`src/rtl/wb_arb_pkg.sv`:
```
// Shared encodings for the two-master Wishbone arbiter: FSM states,
// master index constants and the one-hot grant codes driven on gnt_o.
package wb_arb_pkg;

  typedef enum logic [1:0] {
    ST_IDLE   = 2'd0,
    ST_OWN_M0 = 2'd1,
    ST_OWN_M1 = 2'd2
  } arb_state_t;

  localparam logic M0_IDX = 1'b0;
  localparam logic M1_IDX = 1'b1;

  localparam logic [1:0] GNT_IDLE = 2'b00;
  localparam logic [1:0] GNT_M0   = 2'b01;
  localparam logic [1:0] GNT_M1   = 2'b10;

  // One-hot grant code for a state
  function automatic logic [1:0] state_gnt(input arb_state_t st);
    case (st)
      ST_OWN_M0: state_gnt = GNT_M0;
      ST_OWN_M1: state_gnt = GNT_M1;
      default:   state_gnt = GNT_IDLE;
    endcase
  endfunction

endpackage

```
`src/rtl/wb_arb_timeout.sv`:
```
// Stall watchdog for the arbiter: counts consecutive stalled owner cycles
// and flags the cycle in which the count reaches TIMEOUT_CYCLES.
// Only built when WB_ARB_TIMEOUT_EN is defined.
module wb_arb_timeout #(
  parameter int TIMEOUT_CYCLES = 255
) (
  input  logic clk,
  input  logic rst,
  input  logic i_run,
  input  logic i_clr,
  output logic o_hit
);

  localparam logic [15:0] P_LAST = 16'(TIMEOUT_CYCLES - 1);

  logic [15:0] r_cnt;

  // The current stalled cycle is the TIMEOUT_CYCLES-th one
  assign o_hit = i_run && !i_clr && (r_cnt == P_LAST);

  // Count stalled cycles; restart on ack, ownership loss or abort
  always_ff @(posedge clk) begin
    if (rst || i_clr || o_hit) r_cnt <= '0;
    else if (i_run)            r_cnt <= r_cnt + 16'd1;
  end

endmodule

```
`src/rtl/wb_master_arbiter.sv`:
```
// Two-master (M0 data bus, M1 instruction bus) Wishbone arbiter onto one
// slave port. Round-robin on ties, re-arbitration only from IDLE.
// Optional stall timeout: define WB_ARB_TIMEOUT_EN to build it.
module wb_master_arbiter
  import wb_arb_pkg::*;
#(
  parameter int TIMEOUT_CYCLES = 255
) (
  input  logic        clk,
  input  logic        rst,
  input  logic        m0_cyc_i,
  input  logic        m0_stb_i,
  input  logic        m0_we_i,
  input  logic [3:0]  m0_sel_i,
  input  logic [31:0] m0_addr_i,
  input  logic [31:0] m0_data_i,
  output logic        m0_ack_o,
  output logic        m0_err_o,
  output logic [31:0] m0_data_o,
  input  logic        m1_cyc_i,
  input  logic        m1_stb_i,
  input  logic        m1_we_i,
  input  logic [3:0]  m1_sel_i,
  input  logic [31:0] m1_addr_i,
  input  logic [31:0] m1_data_i,
  output logic        m1_ack_o,
  output logic        m1_err_o,
  output logic [31:0] m1_data_o,
  output logic        s_cyc_o,
  output logic        s_stb_o,
  output logic        s_we_o,
  output logic [3:0]  s_sel_o,
  output logic [31:0] s_addr_o,
  output logic [31:0] s_data_o,
  input  logic        s_ack_i,
  input  logic [31:0] s_data_i,
  output logic [1:0]  gnt_o
);

  if (TIMEOUT_CYCLES < 1 || TIMEOUT_CYCLES > 65535) begin : g_bad_timeout
    $error("wb_master_arbiter: TIMEOUT_CYCLES out of range 1..65535");
  end

  arb_state_t r_state;
  logic       r_last_gnt;
  logic       w_own0, w_own1, w_hit;

  // Ownership is masked while rst is high so outputs drop immediately
  assign w_own0 = (r_state == ST_OWN_M0) && !rst;
  assign w_own1 = (r_state == ST_OWN_M1) && !rst;

`ifdef WB_ARB_TIMEOUT_EN
  logic w_run, w_clr;
  assign w_run = ((w_own0 && m0_stb_i) || (w_own1 && m1_stb_i)) && !s_ack_i;
  assign w_clr = !(w_own0 || w_own1) || s_ack_i;

  wb_arb_timeout #(.TIMEOUT_CYCLES(TIMEOUT_CYCLES)) u_timeout (
    .clk   (clk),
    .rst   (rst),
    .i_run (w_run),
    .i_clr (w_clr),
    .o_hit (w_hit)
  );
`else
  assign w_hit = 1'b0;
`endif

  // Arbitration FSM: grant from IDLE, release one cycle after owner drops cyc
  always_ff @(posedge clk) begin
    if (rst) begin
      r_state    <= ST_IDLE;
      r_last_gnt <= M1_IDX;
    end else begin
      case (r_state)
        ST_IDLE: begin
          if (m0_cyc_i && m1_cyc_i) begin
            if (r_last_gnt == M1_IDX) begin
              r_state    <= ST_OWN_M0;
              r_last_gnt <= M0_IDX;
            end else begin
              r_state    <= ST_OWN_M1;
              r_last_gnt <= M1_IDX;
            end
          end else if (m0_cyc_i) begin
            r_state    <= ST_OWN_M0;
            r_last_gnt <= M0_IDX;
          end else if (m1_cyc_i) begin
            r_state    <= ST_OWN_M1;
            r_last_gnt <= M1_IDX;
          end
        end
        ST_OWN_M0: if (!m0_cyc_i || w_hit) r_state <= ST_IDLE;
        ST_OWN_M1: if (!m1_cyc_i || w_hit) r_state <= ST_IDLE;
        default:   r_state <= ST_IDLE;
      endcase
    end
  end

  assign gnt_o = rst ? GNT_IDLE : state_gnt(r_state);

  // Slave port follows the owner only; cyc/stb dropped on the abort cycle
  always_comb begin
    s_cyc_o  = 1'b0;
    s_stb_o  = 1'b0;
    s_we_o   = 1'b0;
    s_sel_o  = '0;
    s_addr_o = '0;
    s_data_o = '0;
    if (w_own0) begin
      s_cyc_o  = m0_cyc_i && !w_hit;
      s_stb_o  = m0_stb_i && !w_hit;
      s_we_o   = m0_we_i;
      s_sel_o  = m0_sel_i;
      s_addr_o = m0_addr_i;
      s_data_o = m0_data_i;
    end else if (w_own1) begin
      s_cyc_o  = m1_cyc_i && !w_hit;
      s_stb_o  = m1_stb_i && !w_hit;
      s_we_o   = m1_we_i;
      s_sel_o  = m1_sel_i;
      s_addr_o = m1_addr_i;
      s_data_o = m1_data_i;
    end
  end

  assign m0_ack_o  = w_own0 && s_ack_i;
  assign m1_ack_o  = w_own1 && s_ack_i;
  assign m0_data_o = w_own0 ? s_data_i : '0;
  assign m1_data_o = w_own1 ? s_data_i : '0;
  assign m0_err_o  = w_own0 && w_hit;
  assign m1_err_o  = w_own1 && w_hit;

endmodule

```
`config.mk`:
```
export PLATFORM = sky130hd
export DESIGN_NAME = wb_master_arbiter
export DESIGN_NICKNAME = d
export VERILOG_FILES = /design/src/rtl/wb_arb_pkg.sv /design/src/rtl/wb_arb_timeout.sv /design/src/rtl/wb_master_arbiter.sv
export SDC_FILE = /design/constraint.sdc
export NUM_CORES = 1
export LEC_CHECK = 0
export BUFFER_PORTS_ARGS = -buffer_cell sky130_fd_sc_hd__buf_2
export CAP_MARGIN = 20
export CORE_AREA = 2 2 123 125
export DETAILED_ROUTE_END_ITERATION = 6
export DIE_AREA = 0 0 125 127
export PLACE_DENSITY = 0.54
export SYNTH_ARGS = -nofsm -noshare
export SYNTH_HDL_FRONTEND = slang
export SYNTH_HIERARCHICAL = 1
export SYNTH_SLANG_ARGS = --single-unit
```
`constraint.sdc`:
```
create_clock -name clk -period 1.4 [get_ports clk]
set_clock_uncertainty 0.05 [all_clocks]
set_input_delay 0.28 -clock clk [delete_from_list [all_inputs] [get_ports clk]]
set_output_delay 0.28 -clock clk [all_outputs]
set_load 0.005 [all_outputs]
```
==> results of run 1 <==
==> critical path: stages, from the launching register on <==
cell	delay, ps
dfxtp_4	390
clkbuf_16	180
buf_8	120
nand3b_1	160
a21oi_2	150
buf_2	130
==> kinds of logic (layout without fill, tap and decap cells) <==
logic type | after synthesis | count (layout) | share of synthesized area [%]
other cells | 1 | 3 | 0.1513
compound gates | 72 | 72 | 14.84
buf+inv | 54 | 376 | 17.47
simple gates | 251 | 251 | 65.12
flops | 3 | 3 | 2.423
==> final timing paths <==
check / end / start / depth (start not counted)
worst max register to register: r_last_gnt / r_state[0] / 4
worst max-delay path: s_sel_o[3] / r_state[0] / 5
worst min-delay path: r_state[0] / m0_cyc_i / 2
worst min register to register: r_last_gnt / r_last_gnt / 1
==> layout make-up <==
type                            count  area share (%)
Clock buffer                        4           1.518
Tap cell                          184           4.435
Timing Repair Buffer              372           47.87
Antenna cell                        1         0.04820
Multi-Input combinational cell    325           44.83
Sequential cell                     3           1.302
==> routing by layer <==
metal	part of all wire, %	track usage [%]	vias to the layer above	wire (µm)
met5	0	0	-	0
met3	6.9	1.926	12	906
met1	41	15.60	1817	5416
met2	50	24.01	212	6546
li1	-	-	1974	-
met4	1.5	3.072	0	190
==> power breakdown <==
part           switching [µW]  internal [µW]
registers                16.7           92.0
logic                     608            755
clock network            73.0            375
total                     698           1220
==> cells in the mapped netlist (all sizes together) <==
| cell | instances |
|---|---|
| nor4b | 3 |
| and3b | 1 |
| buf | 44 |
| nor3b | 1 |
| conb | 1 |
| or3b | 1 |
| a211o | 1 |
| nand3b | 142 |
| dfxtp | 3 |
| a21oi | 71 |
| clkbuf | 10 |
| nor2 | 68 |
| nand2b | 35 |
==> registers in the layout (all words and copies together) (netlist names) <==
signal      count
r_state         2
r_last_gnt      1
==> metrics by stage <==
stage | worst slack (ps) | std cells | hold WS [ps]
floorplan | 94.33 | 382 | 402.2
global placement | -69.90 | 861 | 454.3
detailed placement | -58.60 | 861 | 473.5
CTS | -276.0 | 873 | 310.0
global route | -366.5 | 889 | 324.3
finish | -285.3 | 889 | 322.9
==> placed cells by master (no fill, tap or decap), drive strengths merged <==
cell type | netlist | final
buf | 44 | 364
nand3b | 142 | 142
a21oi | 71 | 71
nor2 | 68 | 68
nand2b | 35 | 35
clkbuf | 10 | 12
nor4b | 3 | 3
dfxtp | 3 | 3
conb | 1 | 2
diode | 0 | 1
nor3b | 1 | 1
and3b | 1 | 1
or3b | 1 | 1
a211o | 1 | 1
==> repair_timing <==
action,4_1_cts,5_1_grt
buffers inserted,3,5
gates resized for setup,24,93
endpoints found under the setup margin,139,141
hold buffers,0,0
pin swaps,8,58
cloned,5,11
==> out/metrics.yaml, run 1 <==
cts_buffer_depth: 2
syn_area_um2: 2479
hold_violations: 0
coreArea_um2: 14420
ys_seq_area_share_pct: 2.423
vias_per_cell: 4.516
grt_pass1_vias: 3645
die_h_um: 127
initial_core_util_pct: 17.18
synth.distinct_cells: 21
yosys.area.top_type_share_pct: 41.80
failed_checks: "negative setup slack"
yosys-top-cells-area: "nand3b_1, a21oi_1, nor2_1"
place_hpwl_um: 8631
fin_ws_ps: -285.3
setup.worst_path.class: "register to primary output"
fin_tns_setup_ps: -31490
final_max_slew_viol_count: 0
fill_cells: 1538
dieArea_um2: 15880
drc_errors: 0
peakVddDrop_v: 0.0003021
p_per_area_nw_per_um2: 370.0
rsz0062_at_grt: "true"
post-route-util_pct: 35.99
gr-total-overflow: 0
endpoint_kind: "primary output"
clock_latency_ps: 220
grt.total_usage_pct: 12.90
cts_num_sinks: 3
yosys.area.top_type: "nand3b_1"
post_drt_wl_per_cell_um: 14.69
grt_antenna_before_repair: 1
final-seq-area_um2: 67.56
grt_max_degree: 41
row_count: 44
synth-warning-count: 6
numPortBuffers: 315
dpl_cell_area_um2: 4257
netlist_instances: 381
numCtsBuffers: 3
cts_tree: "done"
design_power_total_uw: 1921
worstPathRequired_ps: 1070
post_synth.cell_area_avg_um2: 6.506
synth-seq-cells: 3
reg2reg_setup_slack_ps: -50
drtIter0Drc: 152
cts_root_buf: "clkbuf_16"
cp.arrival_ps: 1360
finalCritPeriodShare_pct: 120.4
drtAntennaViolNets: 0
start_kind: "register"
grt_pass1_wl_um: 17510
total_leakage_power_uw: 0.002452
gp_congestion: 0.7845
synthToLayoutAreaGrowth_pct: 109.4
nNetsFinal: 882
drive_above_1_share_pct: 63.07
status: "finished with violations"
max_clock_freq_mhz: 593.4
maxCapViolations: 0
hp-class: "input pin to register"
htreeDepth: 1
min_period_ps: 1685
io_pins: 318
drt_first_pass_iters: 4
die_x_um: 125
vias: 4015
multi_input_area_um2: 2327
path_max_fanout: 7
routed_wl_um: 13060
clk_pin_slew_ps: 30
postLayoutCellArea_um2: 5191
finalSetupViolCount: 140
(Power assumes the default switching activity.)
==> run 2: changes to the inputs <==
--- a/config.mk
+++ b/config.mk
@@ -5,12 +5,13 @@
 export SDC_FILE = /design/constraint.sdc
 export NUM_CORES = 1
 export LEC_CHECK = 0
+export ABC_AREA = 1
 export BUFFER_PORTS_ARGS = -buffer_cell sky130_fd_sc_hd__buf_2
 export CAP_MARGIN = 20
 export CORE_AREA = 2 2 123 125
 export DETAILED_ROUTE_END_ITERATION = 6
 export DIE_AREA = 0 0 125 127
-export PLACE_DENSITY = 0.54
+export PLACE_DENSITY = 0.47
 export SYNTH_ARGS = -nofsm -noshare
 export SYNTH_HDL_FRONTEND = slang
 export SYNTH_HIERARCHICAL = 1
==> out/metrics.yaml, run 2 <==
vias: 3190  # -21%
final_common_cell: "buf_2"
cp_common_cell: "nand2_1"
routed_wl_um: 10370  # -21%
synthArstFlopShare_pct: 0  # unchanged
synth_edf_count: 0  # unchanged
cp.arrival_ps: 1300  # -60 ps
top_register: "r_state"
synthToLayoutAreaGrowth_pct: 152.3
final_max_slew_viol_count: 0  # unchanged
peakVddDrop_v: 0.0004290  # +42%
p_per_area_nw_per_um2: 401.0  # +8.4%
maxCapViolations: 0  # unchanged
drt_first_pass_iters: 4  # unchanged
drc_errors: 0  # unchanged
start_kind: "register"
synthAdderAreaFrac_pct: 0  # unchanged
max_clock_freq_mhz: 613.4  # +3.4%
finalSetupViolCount: 139  # -0.71%
largest_reg_flops: 2  # unchanged
cp_cell_sequence: "inv_4, nand3_4, clkinv_8, clkbuf_16, nand2_1, nand2_1, buf_2"
fill_cells: 1628  # +5.9%
clk_pin_slew_ps: 30  # about the same
grt.total_usage_pct: 9.903  # -3.0 points
ys_top_cells_by_count: "nand2_1, nor2_1, inv_1"
vias_per_cell: 3.662  # -19%
die_h_um: 127  # unchanged
ys.flop_type: "dfxtp_1"
ctsHoldBuffers: 0  # unchanged
row_count: 44  # unchanged
ys_seq_area_share_pct: 3.862  # +1.4 points
post_synth.cell_area_avg_um2: 4.344  # -33%
grt_pass1_wl_um: 13090  # -25%
synth-seq-cells: 3  # unchanged
cts_root_buf: "clkbuf_16"
drtIter0Drc: 99  # -35%
grt_max_degree: 39  # -4.9%
syn_area_um2: 1555  # -37%
htreeDepth: 1  # unchanged
path_max_fanout: 16  # +9
total_leakage_power_uw: 0.002811  # +15%
worstPathRequired_ps: 1070  # about the same
synth_mux_area_share_pct: 0  # unchanged
hold_violations: 0  # unchanged
synth_top_family_by_area: "simple AND/OR/NAND/NOR gates"
layout.cells.most_common_list: "buf_2, nand2_1, nor2_1"
nNetsFinal: 865  # -1.9%
drive_above_1_share_pct: 57.50  # -5.6 points
coreArea_um2: 14420  # unchanged
yosys-top-cells-area: "nand2_1, nor2_1, buf_6"
gr-total-overflow: 0  # unchanged
cts_num_sinks: 3  # unchanged
synth_most_common_cell: "nand2_1"
yosys.area.top_type_share_pct: 51.65  # +9.9 points
place_hpwl_um: 7538  # -13%
post_drt_wl_per_cell_um: 11.91  # -19%
endpoint_kind: "primary output"
hp-class: "input pin to register"
cts_tree: "done"
drtAntennaViolNets: 0  # unchanged
rsz0062_at_grt: "true"
netlist_instances: 358  # -6.0%
postLayoutCellArea_um2: 3924  # -24%
min_period_ps: 1630  # -54.96 ps
numCtsBuffers: 3  # unchanged
synth.distinct_cells: 14  # -33%
gp_congestion: 0.8028  # +2.3%
grt_pass1_vias: 2737  # -25%
numPortBuffers: 315  # unchanged
initial_core_util_pct: 10.78  # -6.4 points
failed_checks: "negative setup slack"
cts_buffer_depth: 2  # unchanged
die_x_um: 125  # unchanged
status: "finished with violations"
finalCritPeriodShare_pct: 116.5  # -3.9 points
dieArea_um2: 15880  # unchanged
grt_antenna_before_repair: 0  # -1
yosys.area.top_type: "nand2_1"
cpPeakStageDelay_ps: 370  # -20 ps
dpl_cell_area_um2: 3408  # -20%
synth-warning-count: 6  # unchanged
io_pins: 318  # unchanged
clock_latency_ps: 230  # about the same
reg_top3: "r_state: 2 flops, r_last_gnt: 1 flops"
synth_xor_area_share_pct: 0  # unchanged
fin_ws_ps: -230.4  # +54.96 ps
setup.worst_path.class: "register to primary output"
diodes: 0  # -1
synth-compound-area-share_pct: 1.287  # -14 points
synthSimpleGateAreaFrac_pct: 71.84  # +6.7 points
design_power_total_uw: 1574  # -18%
cpMaxStageDelayCell: "dfxtp_4"
## run 2: cell types whose count changed in the layout (fill, tap and decap cells not counted), sizes merged, moves of 2 or more
cell,previous run,this run
a21oi,71,3
nand2,0,214
nand3,0,6
nand3b,142,0
nor4b,3,0
inv,0,37
nand2b,35,0
buf,364,338
clkinv,0,2
## run 2: timing repair
item / 4_1_cts / 5_1_grt
gates cloned: 0 / 10
endpoints found under the setup margin: 139 / 139
gates resized for setup: 7 / 58
buffers inserted: 0 / 1
pin swaps: 0 / 3
hold endpoints to repair: 0 / 0
## run 2: layout make-up
type	count	area, µm²	share of cell area, %
Tap cell	184	230.2	5.867
Sequential cell	3	67.56	1.722
Inverter	39	176.4	4.496
Multi-Input combinational cell	295	1309	33.35
Timing Repair Buffer	346	2062	52.55
Clock buffer	4	78.83	2.009
## run 2: layer usage
metal | wire, µm | GRT usage [%]
met1 | 3991 | 10.28
met3 | 809 | 2.094
met5 | 0 | 0
met4 | 75 | 1.569
met2 | 5498 | 20.49
## run 2: final timing paths
kind	start	to	slack, ps	cells after the start
max	r_state[1]	s_data_o[2]	-230	7
min	rst	r_last_gnt	280	3
max reg2reg	r_state[0]	r_last_gnt	400	5
min reg2reg	r_last_gnt	r_last_gnt	440	2
## run 2: cells by family after synthesis
logic type | count (synthesis)
DFF | 3
other | 1
buffers and inverters | 61
AOI/OAI and AO/OA | 4
and+or+nand+nor | 289
## run 2: where the power goes
part,switching (µW),internal (µW)
logic,481,526
clock network,82.4,376
registers,12.3,96.4
## run 2: through the flow
| step | hold slack (ps) | setup TNS (ps) | worst slack (ps) | util, % | instances |
|---|---|---|---|---|---|
| 6_report | 283.5 | -22280 | -230.4 | 27.20 | 871 |
| 4_1_cts | 285.9 | -21370 | -218.4 | 24.29 | 861 |
| 3_3_place_gp | 447.9 | -5449 | -96.94 | 23.63 | 857 |
| 2_1_floorplan | 299.1 | 0 | 178.3 | - | 359 |
| 5_1_grt | 310.3 | -31270 | -289.4 | 27.20 | 871 |
| 3_5_place_dp | 440.8 | -6317 | -92.90 | 23.63 | 857 |
## run 2: critical path: cells and delay by family (launching register included)
family,cells,cell delay [ps]
AND/OR/NAND/NOR,3,210
flip-flops,1,370
buffers and inverters,4,480
